===== src/rtl/lut_exp_pkg.sv =====
// Shared exponential table T(u) = min(255, floor(16*2^((u-128)/32))) plus FSM
// encoding; used by lut_logarithm and lut_exponential.
package lut_exp_pkg;

  localparam int SZ    = 8;
  localparam int TBL_N = 256;
  localparam int BIG_W = 264;

  typedef enum logic [1:0] {
    ST_IDLE,
    ST_SEARCH,
    ST_DONE
  } state_e;

  typedef logic [TBL_N-1:0][7:0] tbl_t;

  function automatic logic [BIG_W-1:0] pow32(
    input logic [BIG_W-1:0] x
  );
    logic [BIG_W-1:0] p;
    p = x;
    for (int i = 0; i < 5; i++) p = p * p;
    return p;
  endfunction

  // Exact integer floor: v = T(u) iff v^32 <= 2^u < (v+1)^32, capped at 255.
  function automatic tbl_t build_tbl();
    tbl_t t;
    int   v;
    t = '0;
    v = 1;
    for (int u = 0; u < TBL_N; u++) begin
      while (v < 255 &&
             pow32(BIG_W'(v + 1)) <= (BIG_W'(1) << u))
        v++;
      t[u] = 8'(v);
    end
    return t;
  endfunction

  localparam tbl_t       EXP_TBL = build_tbl();
  localparam logic [7:0] T_MIN   = EXP_TBL[0];

endpackage


===== src/rtl/lut_logarithm_if.sv =====
// Request/result handshake bundle for lut_logarithm.
interface lut_logarithm_if #(
  parameter int SZ = 8
);
  logic          in_valid;
  logic          in_ready;
  logic [SZ-1:0] in_exp;
  logic          out_valid;
  logic          out_ready;
  logic [SZ-1:0] out_angle;
  logic          out_sat;

  modport master (
    output in_valid, in_exp, out_ready,
    input  in_ready, out_valid, out_angle, out_sat
  );

  modport slave (
    input  in_valid, in_exp, out_ready,
    output in_ready, out_valid, out_angle, out_sat
  );
endinterface


===== src/rtl/lut_logarithm_exp_table_rom.sv =====
// Combinational exponential table lookup, indexed by offset code u.
module exp_table_rom
  import lut_exp_pkg::*;
(
  input  logic [SZ-1:0] idx,
  output logic [7:0]    val
);

  assign val = EXP_TBL[idx];

endmodule


===== src/rtl/lut_logarithm.sv =====
// Floor-inverse of the exponential table by bitwise binary search.
// Optional conv_cnt counter enabled by LUT_LOG_PERF_CNT_EN.
module lut_logarithm
  import lut_exp_pkg::*;
#(
  parameter int SZ    = 8,
  parameter int CNT_W = 16
) (
  input  logic clk,
  input  logic rst,
  lut_logarithm_if.slave bus
`ifdef LUT_LOG_PERF_CNT_EN
  ,
  output logic [CNT_W-1:0] conv_cnt
`endif
);

  localparam int BW = $clog2(SZ);

  if (SZ != 8 || CNT_W < 1) begin : g_cfg_err
    $error("lut_logarithm: SZ must be 8, CNT_W >= 1");
  end

  state_e        state_q, state_d;
  logic [SZ-1:0] target_q, target_d;
  logic [SZ-1:0] u_q, u_d;
  logic [BW-1:0] bit_q, bit_d;
  logic          sat_q, sat_d;
  logic [SZ-1:0] angle_q, angle_d;
  logic          osat_q, osat_d;
  logic          ovld_q, ovld_d;
  logic          ird_q, ird_d;

  logic [SZ-1:0] trial;
  logic [7:0]    t_val;
  logic          keep;
  logic          out_hs;

  assign trial  = u_q | (SZ'(1) << bit_q);
  assign keep   = t_val <= target_q;
  assign out_hs = ovld_q & bus.out_ready;

  exp_table_rom u_rom (
    .idx (trial),
    .val (t_val)
  );

`ifdef LUT_LOG_PERF_CNT_EN
  logic [CNT_W-1:0] cnt_q, cnt_d;

  always_comb begin
    cnt_d = cnt_q;
    if (out_hs) cnt_d = cnt_q + 1'b1;
  end

  always_ff @(posedge clk or posedge rst) begin
    if (rst) cnt_q <= '0;
    else     cnt_q <= cnt_d;
  end

  assign conv_cnt = cnt_q;
`endif

  always_comb begin
    state_d  = state_q;
    target_d = target_q;
    u_d      = u_q;
    bit_d    = bit_q;
    sat_d    = sat_q;
    angle_d  = angle_q;
    osat_d   = osat_q;
    ovld_d   = ovld_q;
    ird_d    = ird_q;
    unique case (state_q)
      ST_IDLE: begin
        if (bus.in_valid && ird_q) begin
          target_d = bus.in_exp;
          u_d      = '0;
          bit_d    = BW'(SZ - 1);
          ird_d    = 1'b0;
          state_d  = ST_SEARCH;
        end
      end
      ST_SEARCH: begin
        // Saturation only depends on the table minimum at a = -128.
        if (bit_q == BW'(SZ - 1))
          sat_d = target_q < T_MIN;
        if (keep) u_d = trial;
        if (bit_q == '0) state_d = ST_DONE;
        else             bit_d   = bit_q - 1'b1;
      end
      ST_DONE: begin
        if (!ovld_q) begin
          ovld_d  = 1'b1;
          angle_d = u_q ^ {1'b1, {(SZ-1){1'b0}}};
          osat_d  = sat_q;
        end else if (bus.out_ready) begin
          ovld_d  = 1'b0;
          ird_d   = 1'b1;
          state_d = ST_IDLE;
        end
      end
      default: begin
        state_d = ST_IDLE;
        ird_d   = 1'b1;
        ovld_d  = 1'b0;
      end
    endcase
  end

  always_ff @(posedge clk or posedge rst) begin
    if (rst) begin
      state_q  <= ST_IDLE;
      target_q <= '0;
      u_q      <= '0;
      bit_q    <= '0;
      sat_q    <= 1'b0;
      angle_q  <= '0;
      osat_q   <= 1'b0;
      ovld_q   <= 1'b0;
      ird_q    <= 1'b1;
    end else begin
      state_q  <= state_d;
      target_q <= target_d;
      u_q      <= u_d;
      bit_q    <= bit_d;
      sat_q    <= sat_d;
      angle_q  <= angle_d;
      osat_q   <= osat_d;
      ovld_q   <= ovld_d;
      ird_q    <= ird_d;
    end
  end

  assign bus.in_ready  = ird_q;
  assign bus.out_valid = ovld_q;
  assign bus.out_angle = angle_q;
  assign bus.out_sat   = osat_q;

endmodule


===== src/flat_wrapper.sv =====
// flat-port wrapper written by rule: the top's interface ports become plain ports
module lut_logarithm_flat import lut_exp_pkg::*;
#(
  parameter int SZ    = 8,
  parameter int CNT_W = 16
)
  (clk, rst, bus_in_valid, bus_in_exp, bus_out_ready, bus_in_ready, bus_out_valid, bus_out_angle, bus_out_sat);
  lut_logarithm_if #(.SZ(SZ)) bus_i ();
  input  logic clk;
  input  logic rst;
  input wire logic [$bits(bus_i.in_valid)-1:0] bus_in_valid;
  input wire logic [$bits(bus_i.in_exp)-1:0] bus_in_exp;
  input wire logic [$bits(bus_i.out_ready)-1:0] bus_out_ready;
  output wire logic [$bits(bus_i.in_ready)-1:0] bus_in_ready;
  output wire logic [$bits(bus_i.out_valid)-1:0] bus_out_valid;
  output wire logic [$bits(bus_i.out_angle)-1:0] bus_out_angle;
  output wire logic [$bits(bus_i.out_sat)-1:0] bus_out_sat;
  assign bus_i.in_valid = bus_in_valid;
  assign bus_i.in_exp = bus_in_exp;
  assign bus_i.out_ready = bus_out_ready;
  assign bus_in_ready = bus_i.in_ready;
  assign bus_out_valid = bus_i.out_valid;
  assign bus_out_angle = bus_i.out_angle;
  assign bus_out_sat = bus_i.out_sat;
  lut_logarithm #(.SZ(SZ), .CNT_W(CNT_W)) u_core (.clk(clk), .rst(rst), .bus(bus_i));
endmodule

===== config.mk =====
export PLATFORM = sky130hd
export DESIGN_NAME = lut_logarithm_flat
export DESIGN_NICKNAME = d
export VERILOG_FILES = /design/src/rtl/lut_exp_pkg.sv /design/src/rtl/lut_logarithm_if.sv /design/src/rtl/lut_logarithm_exp_table_rom.sv /design/src/rtl/lut_logarithm.sv /design/src/flat_wrapper.sv
export SDC_FILE = /design/constraint.sdc
export NUM_CORES = 1
export LEC_CHECK = 0
export CORE_MARGIN = 5
export CORE_UTILIZATION = 44
export CTS_BUF_LIST = sky130_fd_sc_hd__clkbuf_4 sky130_fd_sc_hd__clkbuf_8
export DETAILED_ROUTE_END_ITERATION = 6
export SLEW_MARGIN = 0
export SYNTH_ARGS = -nofsm -noshare
export SYNTH_HDL_FRONTEND = slang
export SYNTH_SLANG_ARGS = --single-unit

===== constraint.sdc =====
create_clock -name clk -period 4.97 [get_ports clk]
set_input_delay 0.994 -clock clk [delete_from_list [all_inputs] [get_ports clk]]
set_output_delay 0.994 -clock clk [all_outputs]
set_load 0.1 [all_outputs]

==> results.yml, run 1 <==
synthesis:
  synthCells: 323
  synth-edff-count: 0
  ys.flop_type: "dfrtp_1"
  ys_seq_area_frac: 0.307
  ys_types: 53
  synth.area.top_cells: "dfrtp_1, ha_1, a21oi_1, o21ai_0, nand2_1"
  synth.avg_cell_area_sq_um: 8.35
  synth_top_area_cell: "dfrtp_1"
  async_reset_ff_frac: 1.00
  yosysTopAreaCellShare: 0.297
  synth.most_common_cell: "dfrtp_1"
  synth_common_cells: "dfrtp_1, nand2_1, a21oi_1"
  yosys_warnings: 0
  syn-num-nets: 359
  ys_ff_latch: 33
  netlist_area_sq_um: 2700
grt:
  grt_busiest_layer: "met2"
  grt_antenna_before_repair: 0
  use_met3: 0.0307
  grt_pass1_wl_um: 12100
  grt.total_usage: 0.198
  grt-ovfl-total: 0
  grt_pass1_vias: 2377
  use_met1: 0.285
  grt_max_degree: 34
  met2_usage: 0.293
setup_path:
  path_cells: "inv_1 > ha_1 > nand2b_1 > nand2b_1 > inv_1 > ha_1 > and3b_1 > a311oi_1 > a21oi_1 > a311oi_1 > a21boi_0 > o41ai_1 > ha_1 > nor2b_1 > o21a_1 > o21a_1 > o21bai_1 > a21oi_1 > o32ai_1"
  critPathRequiredTime_ns: 5.15
  cp_slowest_cell: "o41ai_1"
  cp-start-kind: "flop"
  endpoint_kind: "flop"
  crit_type: "reg2reg"
  cp.arrival_ns: 4.59
  crit_top_cell: "ha_1"
  critPathMaxFanout: 7
  max_stage_delay_ns: 0.48
floorplan:
  die_h_um: 88.3
  coreArea_sq_um: 5960
  dieArea_sq_um: 7790
  pin_count: 23
  core.rowCount: 28
  initial_core_util: 0.453
  die-width_um: 88.3
final_layout:
  regArea_sq_um: 827
  design_area_sq_um: 3050
  utilization: 0.513
  multiInputGateArea_sq_um: 1680
  finalNetCount: 376
  fill_cells: 576
  antenna_cells: 0
  flow.area_growth_from_synthesis_pct: 13.2
  drive_above_1_share: 0.103
route:
  ant_nets: 0
  vias: 2469
  drt_iter0_markers: 188
  finalWirelength_um: 7130
  vias_per_cell: 5.94
  wl_per_cell_um: 17.1
  drc_errors: 0
  dr.pass1.iters: 4
timing:
  whs_ns: 0.502
  worst_slew_pin_slew_ns: 0.978
  setup_tns_ns: 0
  post-route-period-util: 0.887
  rsz0062_at_grt: "no"
  clock_skew_ns: 0.0100
  slew_headroom: 0.346
  max_freq_ghz: 0.227
  final.min_clock_period_ns: 4.41
  slew_viol_final: 0
  hold_violations: 0
  setup-violations-final: 0
clock_network:
  cts_resized: 0
  clockRootBuffer: "clkbuf_8"
  cts_buffers: 5
  clkTransAtPathRegs_ns: 0.07
  clock_sinks: 33
  clock_latency_ns: 0.29
  htreeDepth: 2
  hold_buffers: 0
  cts_tree: "built"
  post_cts_buffers: 0
  clk_path_buf_depth: 2
placement:
  dpl_cell_area_sq_um: 2970
  hpwl_um: 5250
  portBuffers: 22
  gp_routability_congestion: 0.918
worst_hold_path:
  holdCritPathClass: "reg2reg"
flow_run:
  max-cap-violations: 0
status:
  status: "finished, final reports clean"
critical path, delay by kind of cell, from the launching register on:
kind	cells	cell delay, ns
AO/OA/AOI/OAI	10	2.28
AND/OR/NAND/NOR	4	0.60
flip-flops	1	0.41
buffers and inverters	2	0.28
adder cells (fa/ha/maj)	3	0.74
worst paths after layout:
kind / cells past startpoint / to / slack [ns] / startpoint
max: 19 / u_core.u_q[7] / 0.56 / u_core.bit_q[0]
max reg2reg: 19 / u_core.u_q[7] / 0.56 / u_core.bit_q[0]
min: 2 / u_core.sat_q / 0.50 / u_core.sat_q
min reg2reg: 2 / u_core.sat_q / 0.50 / u_core.sat_q
max in group asynchronous: 3 / u_core.bus.in_ready / 3.55 / rst
min in group asynchronous: 3 / u_core.bus.out_angle[6] / 1.09 / rst
cell usage in the layout (no fill, tap or decap), types with 3 or more instances in the layout:
cell             instances
o211ai_1                 6
buf_4                    9
a21o_1                   7
o21ai_0                 26
a31oi_1                  6
dfrtp_1                 32
o32ai_1                  7
o21a_1                   4
mux2_2                   9
ha_1                    24
o22ai_1                  6
nor2_1                  17
nand2b_1                 7
a311oi_1                 3
nand3_1                  7
inv_1                   20
nor2b_1                  4
nor3_1                  10
nor4_1                   3
nand2_1                 31
a21boi_0                 3
clkbuf_8                 5
nand4_1                  5
a21oi_1                 27
nor3b_1                  3
clkdlybuf4s50_1         22
per-layer routing:
layer	wire, um	up-vias
met1	3440	1153
met4	194	0
met5	0	-
met2	3120	80
met3	374	15
li1	-	1221
area by class of cell:
cell class                      instances  area share
Tap cell                               75      0.0307
Sequential cell                        33       0.271
Timing Repair Buffer                   31      0.0943
Inverter                               20      0.0246
Clock buffer                            5      0.0225
Multi-Input combinational cell        249       0.551
Clock inverter                          3     0.00574
registers in the layout, summed over array words and instances (netlist names):
| register | cells |
|---|---|
| u_core.u_q | 8 |
| u_core.bus.out_sat | 1 |
| u_core.target_q | 8 |
| u_core.bus.in_ready | 1 |
| u_core.bus.out_valid | 1 |
| u_core.bus.out_angle | 8 |
| u_core.sat_q | 1 |
| u_core.state_q | 2 |
| u_core.bit_q | 3 |
cells by family after synthesis:
logic type,synth area share
flip-flops,0.307
buffers and inverters,0.0691
multiplexers,0.0450
AO/OA/AOI/OAI,0.273
adder cells (fa/ha/maj),0.111
AND/OR/NAND/NOR,0.188
XOR/XNOR,0.00650
through the flow:
step           worst slack, ns  std cells
3_3_place_gp             0.712        408
6_report                 0.560        416
5_1_grt                  0.208        416
3_5_place_dp             0.616        408
4_1_cts                  0.594        416
2_1_floorplan             1.10        323
Power of run 1 is left out: the tool's default activity adds up to more than one toggle a clock period on the data nets, which glitch-free logic cannot reach.
==> run 2: changes to the inputs <==
Settings changed: SLEW_MARGIN 0 to 40.
==> results.yml, run 2 (synthesis gave the netlist of run 1 again) <==
timing:
  slew_headroom: 0.517
  hold_violations: 0
  clock_skew_ns: 0.00880
  post-route-period-util: 0.881
  slew_viol_final: 0
  setup-violations-final: 0
  max_freq_ghz: 0.228
  final.min_clock_period_ns: 4.38
  setup_tns_ns: 0
  worst_slew_pin_slew_ns: 0.724
  rsz0062_at_grt: "no"
grt:
  grt.total_usage: 0.196
  grt_antenna_before_repair: 0
  grt_pass1_wl_um: 11900
  grt_pass1_vias: 2365
  grt-ovfl-total: 0
  grt_max_degree: 34
clock_network:
  clkTransAtPathRegs_ns: 0.07
  clock_latency_ns: 0.29
  cts_tree: "built"
  post_cts_buffers: 0
  clockRootBuffer: "clkbuf_8"
  hold_buffers: 0
  cts_resized: 0
  cts_buffers: 5
  clock_sinks: 33
  clk_path_buf_depth: 2
  htreeDepth: 2
placement:
  portBuffers: 22
  gp_routability_congestion: 0.918
  hpwl_um: 5270
  dp_cells: 408
  dpl_cell_area_sq_um: 2910
flow_run:
  max-cap-violations: 0
floorplan:
  die-width_um: 88.3
  pin_count: 23
  die_h_um: 88.3
  initial_core_util: 0.453
  coreArea_sq_um: 5960
  core.rowCount: 28
  dieArea_sq_um: 7790
final_layout:
  design_area_sq_um: 3000
  drive_above_1_share: 0.135
  fin_cells: 416
  mostFrequentLayoutCell: "dfrtp_1"
  final_cell_mix: "dfrtp_1, nand2_1, a21oi_1"
  finalNetCount: 376
  antenna_cells: 0
  flow.area_growth_from_synthesis_pct: 11.2
setup_path:
  critPathRequiredTime_ns: 5.16
  cp-start-kind: "flop"
  r2r_setup_slack_ns: 0.59
  startpoint: "u_core.bit_q[0]"
  endpoint_kind: "flop"
  reg2reg_from: "u_core.bit_q[0]"
  cp.arrival_ns: 4.57
  r2r-end: "u_core.u_q[7]"
  critPathMaxFanout: 7
  r2r_cells: 19
  crit_type: "reg2reg"
route:
  drt_iter0_markers: 203
  vias: 2506
  finalWirelength_um: 7150
  dr.pass1.iters: 4
  drc_errors: 0
  ant_nets: 0
  vias_per_cell: 6.02
  wl_per_cell_um: 17.2
worst_hold_path:
  hold_depth: 1
  whs_endpoint: "u_core.bus.out_angle[2]"
  holdCritPathClass: "reg2reg"
  hp-start: "u_core.bus.out_angle[2]"
status:
  status: "finished, final reports clean"
-- run 2: how the worst max path moves through the flow --
stage                               end  slack, ns
after floorplan           u_core.u_q[7]       1.10
after global placement    u_core.u_q[7]       0.71
after detailed placement  u_core.u_q[7]       0.62
after CTS                 u_core.u_q[7]       0.60
after global routing      u_core.u_q[7]       0.23
final                     u_core.u_q[7]       0.59
-- run 2: area by class of cell --
| class | count | area (sq um) |
|---|---|---|
| Timing Repair Buffer | 31 | 233 |
| Multi-Input combinational cell | 249 | 1680 |
| Sequential cell | 33 | 827 |
| Fill cell | 584 | 2960 |
| Clock buffer | 5 | 68.8 |
| Inverter | 20 | 75.1 |
| Clock inverter | 3 | 17.5 |
| Tap cell | 75 | 93.8 |
-- run 2: worst max-delay path, cell delays in order, from the launching register on --
cell	delay [ns]
dfrtp_1	0.42
inv_1	0.10
ha_1	0.22
nand2b_1	0.22
nand2b_1	0.15
inv_1	0.17
ha_1	0.30
and3b_1	0.20
a311oi_1	0.25
a21oi_1	0.06
a311oi_1	0.26
a21boi_0	0.17
o41ai_1	0.47
ha_1	0.22
nor2b_1	0.04
o21a_1	0.16
o21a_1	0.16
o21bai_1	0.18
a21oi_1	0.22
o32ai_1	0.32
-- run 2: through the flow --
| step | setup slack [ns] | utilization | hold slack [ns] |
|---|---|---|---|
| 2_1_floorplan | 1.10 | - | 0.454 |
| 3_3_place_gp | 0.712 | 0.498 | 0.491 |
| 3_5_place_dp | 0.621 | 0.489 | 0.491 |
| 4_1_cts | 0.602 | 0.503 | 0.506 |
| 5_1_grt | 0.228 | 0.503 | 0.513 |
| 6_report | 0.591 | 0.503 | 0.502 |
-- run 2: layer usage --
layer | global-route usage | wire length, um | vias up | share of wire
li1 | - | - | 1217 | -
met1 | 0.277 | 3400 | 1183 | 0.48
met2 | 0.292 | 3170 | 86 | 0.44
met3 | 0.0298 | 343 | 20 | 0.048
met4 | 0.0975 | 233 | 0 | 0.033
met5 | 0 | 0 | - | 0
Power of run 2 is left out for the same reason.
